<file path="src/rtl/keccak_pkg.sv">
`default_nettype none
// ============================================================================
// Module      : keccak_pkg
// Description : Shared word-geometry constants and the squeeze-unpacker state
//               encoding for the keccak output path.
//               W              keccak lane/word width in bits (multiple of 8, >= 16)
//               BYTES_PER_WORD bytes carried by one squeezed word
//               LANE_IDX_W     width of a byte-lane index within a word
// Revision    : 1.0 - initial release
// ============================================================================
package keccak_pkg;

    localparam int W              = 64;
    localparam int BYTES_PER_WORD = W / 8;
    localparam int LANE_IDX_W     = $clog2(BYTES_PER_WORD);

    typedef enum logic [1:0] {
        SQ_IDLE = 2'd0,
        SQ_RUN  = 2'd1,
        SQ_DONE = 2'd2
    } squeeze_state_t;

endpackage
`default_nettype wire

</file>
<file path="src/rtl/shake_word_fifo.sv">
`default_nettype none
// ============================================================================
// Module      : shake_word_fifo
// Description : Synchronous word FIFO with show-ahead read data. The head
//               entry is always visible on pop_data while empty is low.
//               Pushes while full and pops while empty are ignored.
// Ports       : clk        clock
//               rst        synchronous reset, active-low (empties the FIFO)
//               push       write push_data this cycle
//               push_data  WIDTH-bit write data
//               pop        discard the head entry this cycle
//               pop_data   WIDTH-bit head entry (show-ahead)
//               full       no free entry
//               empty      no stored entry
// Revision    : 1.0 - initial release
// ============================================================================
module shake_word_fifo #(
    parameter int WIDTH = 64,
    parameter int DEPTH = 4
) (
    input  logic             clk,
    input  logic             rst,
    input  logic             push,
    input  logic [WIDTH-1:0] push_data,
    input  logic             pop,
    output logic [WIDTH-1:0] pop_data,
    output logic             full,
    output logic             empty
);

    localparam int AW = $clog2(DEPTH);

    logic [WIDTH-1:0] r_mem [DEPTH];
    logic [AW-1:0]    r_wr_ptr;
    logic [AW-1:0]    r_rd_ptr;
    logic [AW:0]      r_count;
    logic             w_do_push;
    logic             w_do_pop;

    assign full      = (r_count == (AW+1)'(DEPTH));
    assign empty     = (r_count == '0);
    assign w_do_push = push && !full;
    assign w_do_pop  = pop && !empty;
    assign pop_data  = r_mem[r_rd_ptr];

    // Storage carries no reset; validity is tracked solely by r_count.
    always_ff @(posedge clk) begin
        if (w_do_push) begin
            r_mem[r_wr_ptr] <= push_data;
        end
    end

    // DEPTH is a power of two, so the pointers wrap on natural overflow.
    always_ff @(posedge clk) begin
        if (!rst) begin
            r_wr_ptr <= '0;
            r_rd_ptr <= '0;
            r_count  <= '0;
        end else begin
            if (w_do_push) begin
                r_wr_ptr <= r_wr_ptr + AW'(1);
            end
            if (w_do_pop) begin
                r_rd_ptr <= r_rd_ptr + AW'(1);
            end
            case ({w_do_push, w_do_pop})
                2'b10:   r_count <= r_count + (AW+1)'(1);
                2'b01:   r_count <= r_count - (AW+1)'(1);
                default: r_count <= r_count;
            endcase
        end
    end

endmodule
`default_nettype wire

</file>
<file path="src/rtl/shake_squeeze_unpacker.sv">
`default_nettype none
// ============================================================================
// Module      : shake_squeeze_unpacker
// Description : Accepts W-bit squeezed words from keccak into a small word
//               FIFO and serializes them little-endian into a byte stream,
//               truncated to the requested length, with a last flag.
// Ports       : clk         clock
//               rst         synchronous reset, active-low
//               start       1-cycle request pulse, honoured only in IDLE
//               out_len     requested output length in bytes
//               busy        request in progress (RUN or DONE)
//               done        1-cycle completion pulse
//               kc_valid    keccak word valid
//               kc_data     keccak word
//               kc_ready_n  active-low word ready back to keccak
//               m_valid     byte stream valid (registered)
//               m_data      byte stream data (registered)
//               m_last      final byte of the request (registered)
//               m_ready     byte stream ready
// Revision    : 1.0 - initial release
// ============================================================================
module shake_squeeze_unpacker
    import keccak_pkg::*;
#(
    parameter int FIFO_DEPTH = 4,
    parameter int LEN_W      = 32
) (
    input  logic             clk,
    input  logic             rst,
    input  logic             start,
    input  logic [LEN_W-1:0] out_len,
    output logic             busy,
    output logic             done,
    input  logic             kc_valid,
    input  logic [W-1:0]     kc_data,
    output logic             kc_ready_n,
    output logic             m_valid,
    output logic [7:0]       m_data,
    output logic             m_last,
    input  logic             m_ready
);

    squeeze_state_t r_state;
    squeeze_state_t w_state_nxt;

    logic [LEN_W:0]      r_words_needed;
    logic [LEN_W:0]      r_words_taken;
    logic [LEN_W-1:0]    r_bytes_to_load;
    logic [LANE_IDX_W-1:0] r_lane;
    logic                r_m_valid;
    logic                r_m_last;
    logic [7:0]          r_m_data;

    logic [LEN_W:0]      w_words_req;
    logic                w_take;
    logic                w_push;
    logic                w_pop;
    logic                w_beat;
    logic                w_load;
    logic                w_final_lane;
    logic                w_fifo_full;
    logic                w_fifo_empty;
    logic [W-1:0]        w_fifo_head;
    logic [7:0]          w_lane_byte;

    // ceil(out_len / BYTES_PER_WORD) in LEN_W+1 bits so the maximum length
    // cannot overflow the rounding add.
    assign w_words_req = ({1'b0, out_len} + (LEN_W+1)'(BYTES_PER_WORD - 1)) >> LANE_IDX_W;

    // Ready depends only on registered state, so a full FIFO never accepts a
    // word even if it is popped in the same cycle.
    assign w_take     = (r_state == SQ_RUN) && !w_fifo_full && (r_words_taken < r_words_needed);
    assign kc_ready_n = !w_take;
    assign w_push     = kc_valid && w_take;

    assign w_beat      = r_m_valid && m_ready;
    assign w_lane_byte = w_fifo_head[{r_lane, 3'b000} +: 8];

    // The output register refills whenever it is empty or being drained.
    // A word stays at the FIFO head until its last needed lane is copied
    // out, so the next word's lane 0 is visible in the following cycle.
    assign w_final_lane = (r_lane == LANE_IDX_W'(BYTES_PER_WORD - 1)) ||
                          (r_bytes_to_load == LEN_W'(1));
    assign w_load       = (r_state == SQ_RUN) && (!r_m_valid || w_beat) &&
                          !w_fifo_empty && (r_bytes_to_load != '0);
    assign w_pop        = w_load && w_final_lane;

    shake_word_fifo #(
        .WIDTH (W),
        .DEPTH (FIFO_DEPTH)
    ) u_fifo (
        .clk       (clk),
        .rst       (rst),
        .push      (w_push),
        .push_data (kc_data),
        .pop       (w_pop),
        .pop_data  (w_fifo_head),
        .full      (w_fifo_full),
        .empty     (w_fifo_empty)
    );

    always_ff @(posedge clk) begin
        if (!rst) begin
            r_state <= SQ_IDLE;
        end else begin
            r_state <= w_state_nxt;
        end
    end

    always_comb begin
        w_state_nxt = r_state;
        case (r_state)
            SQ_IDLE: begin
                if (start) begin
                    w_state_nxt = (out_len == '0) ? SQ_DONE : SQ_RUN;
                end
            end
            SQ_RUN: begin
                if (w_beat && r_m_last) begin
                    w_state_nxt = SQ_DONE;
                end
            end
            SQ_DONE: begin
                w_state_nxt = SQ_IDLE;
            end
            default: begin
                w_state_nxt = SQ_IDLE;
            end
        endcase
    end

    assign busy = (r_state != SQ_IDLE);
    assign done = (r_state == SQ_DONE);

    always_ff @(posedge clk) begin
        if (!rst) begin
            r_words_needed  <= '0;
            r_words_taken   <= '0;
            r_bytes_to_load <= '0;
            r_lane          <= '0;
            r_m_valid       <= 1'b0;
            r_m_last        <= 1'b0;
            r_m_data        <= 8'h00;
        end else begin
            if ((r_state == SQ_IDLE) && start) begin
                r_words_needed  <= w_words_req;
                r_words_taken   <= '0;
                r_bytes_to_load <= out_len;
                r_lane          <= '0;
            end

            if (w_push) begin
                r_words_taken <= r_words_taken + (LEN_W+1)'(1);
            end

            if (w_load) begin
                r_m_valid       <= 1'b1;
                r_m_data        <= w_lane_byte;
                r_m_last        <= (r_bytes_to_load == LEN_W'(1));
                r_bytes_to_load <= r_bytes_to_load - LEN_W'(1);
                // Truncation restarts at lane 0 too, since that word is popped.
                r_lane          <= w_final_lane ? '0 : r_lane + LANE_IDX_W'(1);
            end else if (w_beat) begin
                r_m_valid <= 1'b0;
                r_m_last  <= 1'b0;
            end
        end
    end

    assign m_valid = r_m_valid;
    assign m_data  = r_m_data;
    assign m_last  = r_m_last;

endmodule
`default_nettype wire

</file>
<file path="config.mk">
export PLATFORM = sky130hd
export DESIGN_NAME = shake_squeeze_unpacker
export DESIGN_NICKNAME = d
export VERILOG_FILES = /design/src/rtl/keccak_pkg.sv /design/src/rtl/shake_word_fifo.sv /design/src/rtl/shake_squeeze_unpacker.sv
export SDC_FILE = /design/constraint.sdc
export NUM_CORES = 1
export LEC_CHECK = 0
export BUFFER_PORTS_ARGS = -buffer_cell sky130_fd_sc_hd__clkbuf_2
export CELL_PAD_IN_SITES_DETAIL_PLACEMENT = 0
export CELL_PAD_IN_SITES_GLOBAL_PLACEMENT = 2
export CORE_UTILIZATION = 47
export DETAILED_ROUTE_END_ITERATION = 10
export PLACE_DENSITY_LB_ADDON = 0.1
export RECOVER_POWER = 25
export SLEW_MARGIN = 10
export SYNTH_ARGS = -nofsm -noshare
export SYNTH_HDL_FRONTEND = slang
export SYNTH_HIERARCHICAL = 1
export SYNTH_SLANG_ARGS = --single-unit
</file>
<file path="constraint.sdc">
create_clock -name clk -period 6.2 [get_ports clk]
set_input_delay 0.93 -clock clk [delete_from_list [all_inputs] [get_ports clk]]
set_output_delay 0.93 -clock clk [all_outputs]
set_load 0.05 [all_outputs]
</file>
### Yosys cells after proc, flatten, opt, wreduce, memory -nomap -nowiden

Memory sizes are Yosys's and may differ from the RTL's. A register that Yosys moved wholly into a read port is not among the register bits.
Index checks and enable logic that the tools add are counted.

* add/sub/neg operators: 8
* $lt $le $gt $ge: 1
* equality and inequality tests: 9
* shift operators: 1
* mux-type cells: 19
* reduce and logical (&&, ||, !) cells: 28

Operator list (number)
* 33-bit 2-to-1 mux: 2
* 32-bit 2-to-1 mux: 2
* 64-bit by 7-bit indexed part select with 8-bit output: 1
* 32-bit by 3-bit adder with 33-bit output (second input constant): 1
* 33-bit by 1-bit adder with 33-bit output (second input constant): 1
* 33-bit by 30-bit less-than comparator with 1-bit output: 1
* 32-bit by 1-bit == test with 1-bit output (second input constant): 1
* 32-bit zero test: 1
* 32-bit nonzero test: 1
* 32-bit by 1-bit subtractor with 32-bit output (second input constant): 1
* 1-bit logical AND: 12
* 2-bit 2-to-1 mux: 5
* 2-bit nonzero test: 5
* 3-bit 2-to-1 mux: 3
* 3-bit by 1-bit adder with 3-bit output (second input constant): 2
* 3-bit == test (second input constant): 2
* 3-bit one-hot mux with 2 select lines: 1
* 1-bit 2-to-1 mux: 5
* 2-bit by 1-bit adder with 2-bit output (second input constant): 2
* 2-bit by 1-bit == test with 1-bit output (second input constant): 2
* 2-bit == test (second input constant): 2
* 1-bit zero test: 4
* 2-bit one-hot mux with 2 select lines: 1
* 3-bit zero test: 1
* other kinds (6): 7

* register bits after elaboration: 117
* bits in writable memories: 256
* input bits: 101
* output and inout bits: 13
* logic and storage cells: 78
* memories kept: 1

Memories
* u_fifo.r_mem: words 4, bits a word 64, rd ports 1, clocked after Yosys merged registers in 1, wr ports 1, RTL line shake_word_fifo.sv:33 `logic [WIDTH-1:0] r_mem [DEPTH];`

### Logic depth before layout (Yosys ltp)

* word-level depth: 9
* gate-level depth with buffers: 18
* depth with buffers taken out: 16

### Hierarchy

The synthesis kept the hierarchy.

Modules (own cells, without submodules)
* shake_word_fifo: times used 1, cells each 388, area an instance 9808.2 um2, sequential area each 7867.5 um2
* shake_squeeze_unpacker: times used 1, cells each 846, area an instance 7113.1 um2, sequential area each 2202.1 um2

### Worst setup path before layout

Ideal clock, no wire load.

* path kind: reg2reg
* start point: register r_words_taken[15]
* end point: memory u_fifo.r_mem[0][0], enable pin
* setup time: 429 ps
* arrival: 4058 ps
* required time: 5771 ps
* slack: 1714 ps
* cell stages (with the launch flop): 12
* path buffers: 2
* period minus slack after synthesis: 4486 ps
* cell sequence: dfxtp_1 -> ha_1 -> and4_1 -> and3_1 -> a221oi_1 -> a31oi_1 -> clkbuf_1 -> or2_2 -> nor2_1 -> nor2b_1 -> buf_2 -> and2_1

* word-level cells in the longest chain between the ends: 6

RTL lines
* start, declared: RTL line shake_squeeze_unpacker.sv:47 `logic [LEN_W:0] r_words_taken;`
* start signal, assigned: RTL line shake_squeeze_unpacker.sv:153 `r_words_taken <= r_words_taken + (LEN_W+1)'(1);`
* 33-bit by 30-bit less-than comparator with 1-bit output: RTL line shake_squeeze_unpacker.sv:72 `assign w_take = (r_state == SQ_RUN) && !w_fifo_full && (r_words_taken < r_words_needed);`
* 1-bit logical AND: RTL line shake_squeeze_unpacker.sv:72
* 1-bit logical AND: RTL line shake_squeeze_unpacker.sv:74 `assign w_push = kc_valid && w_take;`
* net w_push: RTL line shake_squeeze_unpacker.sv:56 `logic w_push;`
* 1-bit logical AND: RTL line shake_word_fifo.sv:42 `assign w_do_push = push && !full;`
* 1-bit 2-to-1 mux: RTL line shake_word_fifo.sv:48 `if (w_do_push) begin`
* 1-bit 2-to-1 mux (not written as such): RTL line shake_word_fifo.sv:49 `r_mem[r_wr_ptr] <= push_data;`
* end, declared: RTL line shake_word_fifo.sv:33

The timed path passes the listed nets, and every way through them passes these cells.

### Final worst setup path

* start point: register r_words_taken[15]
* end point: memory u_fifo.r_mem[3][22], enable pin

Same word-level chain as after synthesis.

==> impl_metrics.ini <==
[worst_setup_path]
startpoint_type = flip-flop
cp-startpoint = r_words_taken[15]
critical_path_class = flip-flop to flip-flop
worstRegToRegCells = 10
critical_path_arrival_ps = 4160
rr_startpoint = r_words_taken[15]
rrSetupSlack_ps = 2270
crit_end = u_fifo/r_mem[3][22]
crit_path_max_fanout = 26
reg2reg_to = u_fifo/r_mem[3][22]
cp.required_ps = 6420
endpoint_kind = flip-flop

[routing]
num_vias = 10600
met1_length_um = 17600
top_layer = met5
route.detailed.drc = 0
post_drt_wl_per_cell_um = 21.3
wl_met3_um = 1590
vias_per_cell = 5.78
dr.pass1.iters = 6
ant_nets = 0
drt-initial-drc-count = 647
finalWirelength_um = 39100
wl_met2_um = 19300

[global_route]
grt_pass1_wl_um = 60600
antenna_found_initial = 1
grt_max_degree = 90
groute.usage.overall_pct = 21.7
grt_overflow = 0
grt_pass1_vias = 10600

[yosys]
synth_common_cells = 256 x edfxtp_1, 119 x dfxtp_1, 82 x nand2_1, 76 x mux4_2
synthArstFlopShare_pct = 0
synth-seq-cells = 375
synthMostInstantiatedCell = edfxtp_1
synthesis.nets = 1376
synth_top_cell_area_share_pct = 45.4
synth_edf_count = 256
seq_area_frac_synth_pct = 59.5
synth.avg_cell_area_um2 = 13.7
syn_area_mm2 = 0.0169
synth_cells = 1234
synth_top_cell_by_area = edfxtp_1
yosys-top-cells-area = edfxtp_1 45%, dfxtp_1 14%, mux4_2 10%
synth_warnings = 6
synth_ff_type = edfxtp_1
synth_cell_types = 73

[clocking]
clk_pin_slew_ps = 60
cts_buffers = 42
cts.hold.buffers_added = 0
postCtsSetupBuffers = 0
clockBufferDepth = 3
cts_tree = built
clk_latency_ps = 550
clkSinkCount = 375
ctsHtreeMaxLevel = 2
clockRootBuffer = clkbuf_16
cts_repair_resize_count = 0

[pwr]
switching_share_pct = 23.5
seq_power_share_pct = 49.2
internal_power_mw = 4.33
netSwitchingPower_mw = 1.33
total_leakage_power_nw = 6.44
clock_power_share_pct = 42.8
powerDensity_mw_per_mm2 = 295
finalPower_mw = 5.66
p_comb_share_pct = 7.9
max-vdd-ir-drop_mv = 0.332

[sta]
min_period_ps = 3930
finalClockSkew_ps = 17.0
fin_crit_sh_pct = 63.5
finalSetupViolCount = 0
worst_pin_slew_ps = 1040
fmax_ghz = 0.254
hold_slack_ps = 457
tns_ps = 0
finalHoldViolCount = 0
max-slew-margin-rel_pct = 30.4
drv_slew = 0
rsz0062_at_grt = no

[place]
port_buffers = 113
placed_area_mm2 = 0.0179
place_congestion = 0.775
dp_hpwl_um = 25600

[floorplanning]
die_h_um = 192
initial_core_util_pct = 47.7
die_area_mm2 = 0.0368
rows = 69
design.portCount = 114
die_width_um = 192
coreArea_mm2 = 0.0355

[cells_and_area]
design_area_mm2 = 0.0192
syn2layout_area_growth_pct = 13.3
antenna_cells = 0
nNetsFinal = 1488
drive_gt1_share_pct = 18.8
fillers = 3014

[worst_hold_path]
min_path_type = flip-flop to flip-flop
hold_start = r_words_taken[31]

[run]
drv_cap = 0

[status]
status = finished, final reports clean
## registers in the layout, summed over array words and instances, names as in the netlist, named ones only
register,flops
u_fifo/r_mem,256
u_fifo/r_count,3
m_last,1
r_words_needed,30
r_state,2
m_data,8
m_valid,1
r_bytes_to_load,32
r_lane,3
u_fifo/r_wr_ptr,2
r_words_taken,33
u_fifo/r_rd_ptr,2
## kinds of logic after synthesis
kind of cell	after synthesis	synth area share, %
AND/OR/NAND/NOR	332	10.7
flip-flops	375	59.5
AO/OA/AOI/OAI	239	10.0
multiplexers	93	11.5
buffers and inverters	121	3.44
adder cells (fa/ha/maj)	41	3.08
XOR/XNOR	33	1.71
## worst min path at each step
| stage | slack, ps | to | cells past startpoint |
|---|---|---|---|
| 2_1_floorplan | 420 | r_words_taken[31] | 1 |
| 3_3_place_gp | 440 | r_words_taken[32] | 1 |
| 3_5_place_dp | 450 | r_words_taken[31] | 1 |
| 4_1_cts | 460 | r_words_taken[31] | 1 |
| 5_1_grt | 480 | r_words_taken[31] | 1 |
| 6_report | 460 | r_words_taken[31] | 1 |
## routing by layer
metal | up-vias | track usage, %
met3 | 44 | 3.40
met1 | 5301 | 29.2
li1 | 5072 | -
met2 | 198 | 36.8
met4 | 2 | 5.01
met5 | - | 0
## power by group through the flow
stage                     registers (mW)  clock network (mW)  logic (mW)
final                               2.79                2.42       0.449
after global routing                2.79                2.58       0.500
after CTS                           2.78                2.48       0.460
after detailed placement            2.84                   0       0.457
after global placement              2.84                   0       0.455
after floorplan                     2.84                   0       0.283
## worst max-delay path: stages, from the launching register on
cell and delay [ps]:
dfxtp_1 430, ha_1 290, and4_1 220, and3_1 180, a221oi_1 310, a31oi_2 170, or2_2 320, nor2_1 100
nor2b_1 430, and2_2 710, buf_4 420
## cell usage in the layout (no fill, tap or decap), types with 9 or more instances in the layout
master | Yosys | final
xor2_1 | 15 | 15
mux4_2 | 76 | 76
a21o_1 | 20 | 20
nand4_1 | 12 | 12
nor3_1 | 23 | 22
clkbuf_16 | 0 | 43
xnor2_1 | 18 | 18
o31ai_1 | 9 | 9
clkinv_2 | 0 | 9
mux2i_1 | 12 | 12
ha_1 | 40 | 40
or4_1 | 12 | 12
and3_1 | 15 | 15
clkbuf_1 | 41 | 54
nand2_1 | 82 | 82
dfxtp_1 | 119 | 117
nor4_1 | 23 | 23
inv_1 | 55 | 55
nand3_1 | 37 | 37
and2_1 | 16 | 11
a2111oi_0 | 18 | 18
a31oi_1 | 12 | 11
o21a_1 | 13 | 13
buf_4 | 0 | 20
clkbuf_2 | 2 | 69
nor2_1 | 55 | 55
o21ai_0 | 34 | 34
a211oi_1 | 29 | 29
edfxtp_1 | 256 | 256
or3_1 | 16 | 16
a21oi_1 | 40 | 40
## through the flow
step / utilization (%) / std cells / setup slack (ps)
final: 54.0 / 1838 / 2270
after global routing: 54.0 / 1838 / 1960
after CTS: 54.2 / 1838 / 2200
after detailed placement: 50.3 / 1763 / 2080
after global placement: 50.3 / 1763 / 2170
after floorplan: - / 1234 / 1710
## layout make-up
| type | instances | area (um2) | area share [%] |
|---|---|---|---|
| clock buffer | 55 | 1140 | 5.95 |
| clock inverter | 20 | 218 | 1.14 |
| inverter | 56 | 210 | 1.10 |
| multi-input combinational | 738 | 6290 | 32.8 |
| sequential | 375 | 10100 | 52.6 |
| tap | 461 | 577 | 3.01 |
| timing repair buffer | 133 | 661 | 3.45 |
Power figures use the tool's default switching activity.
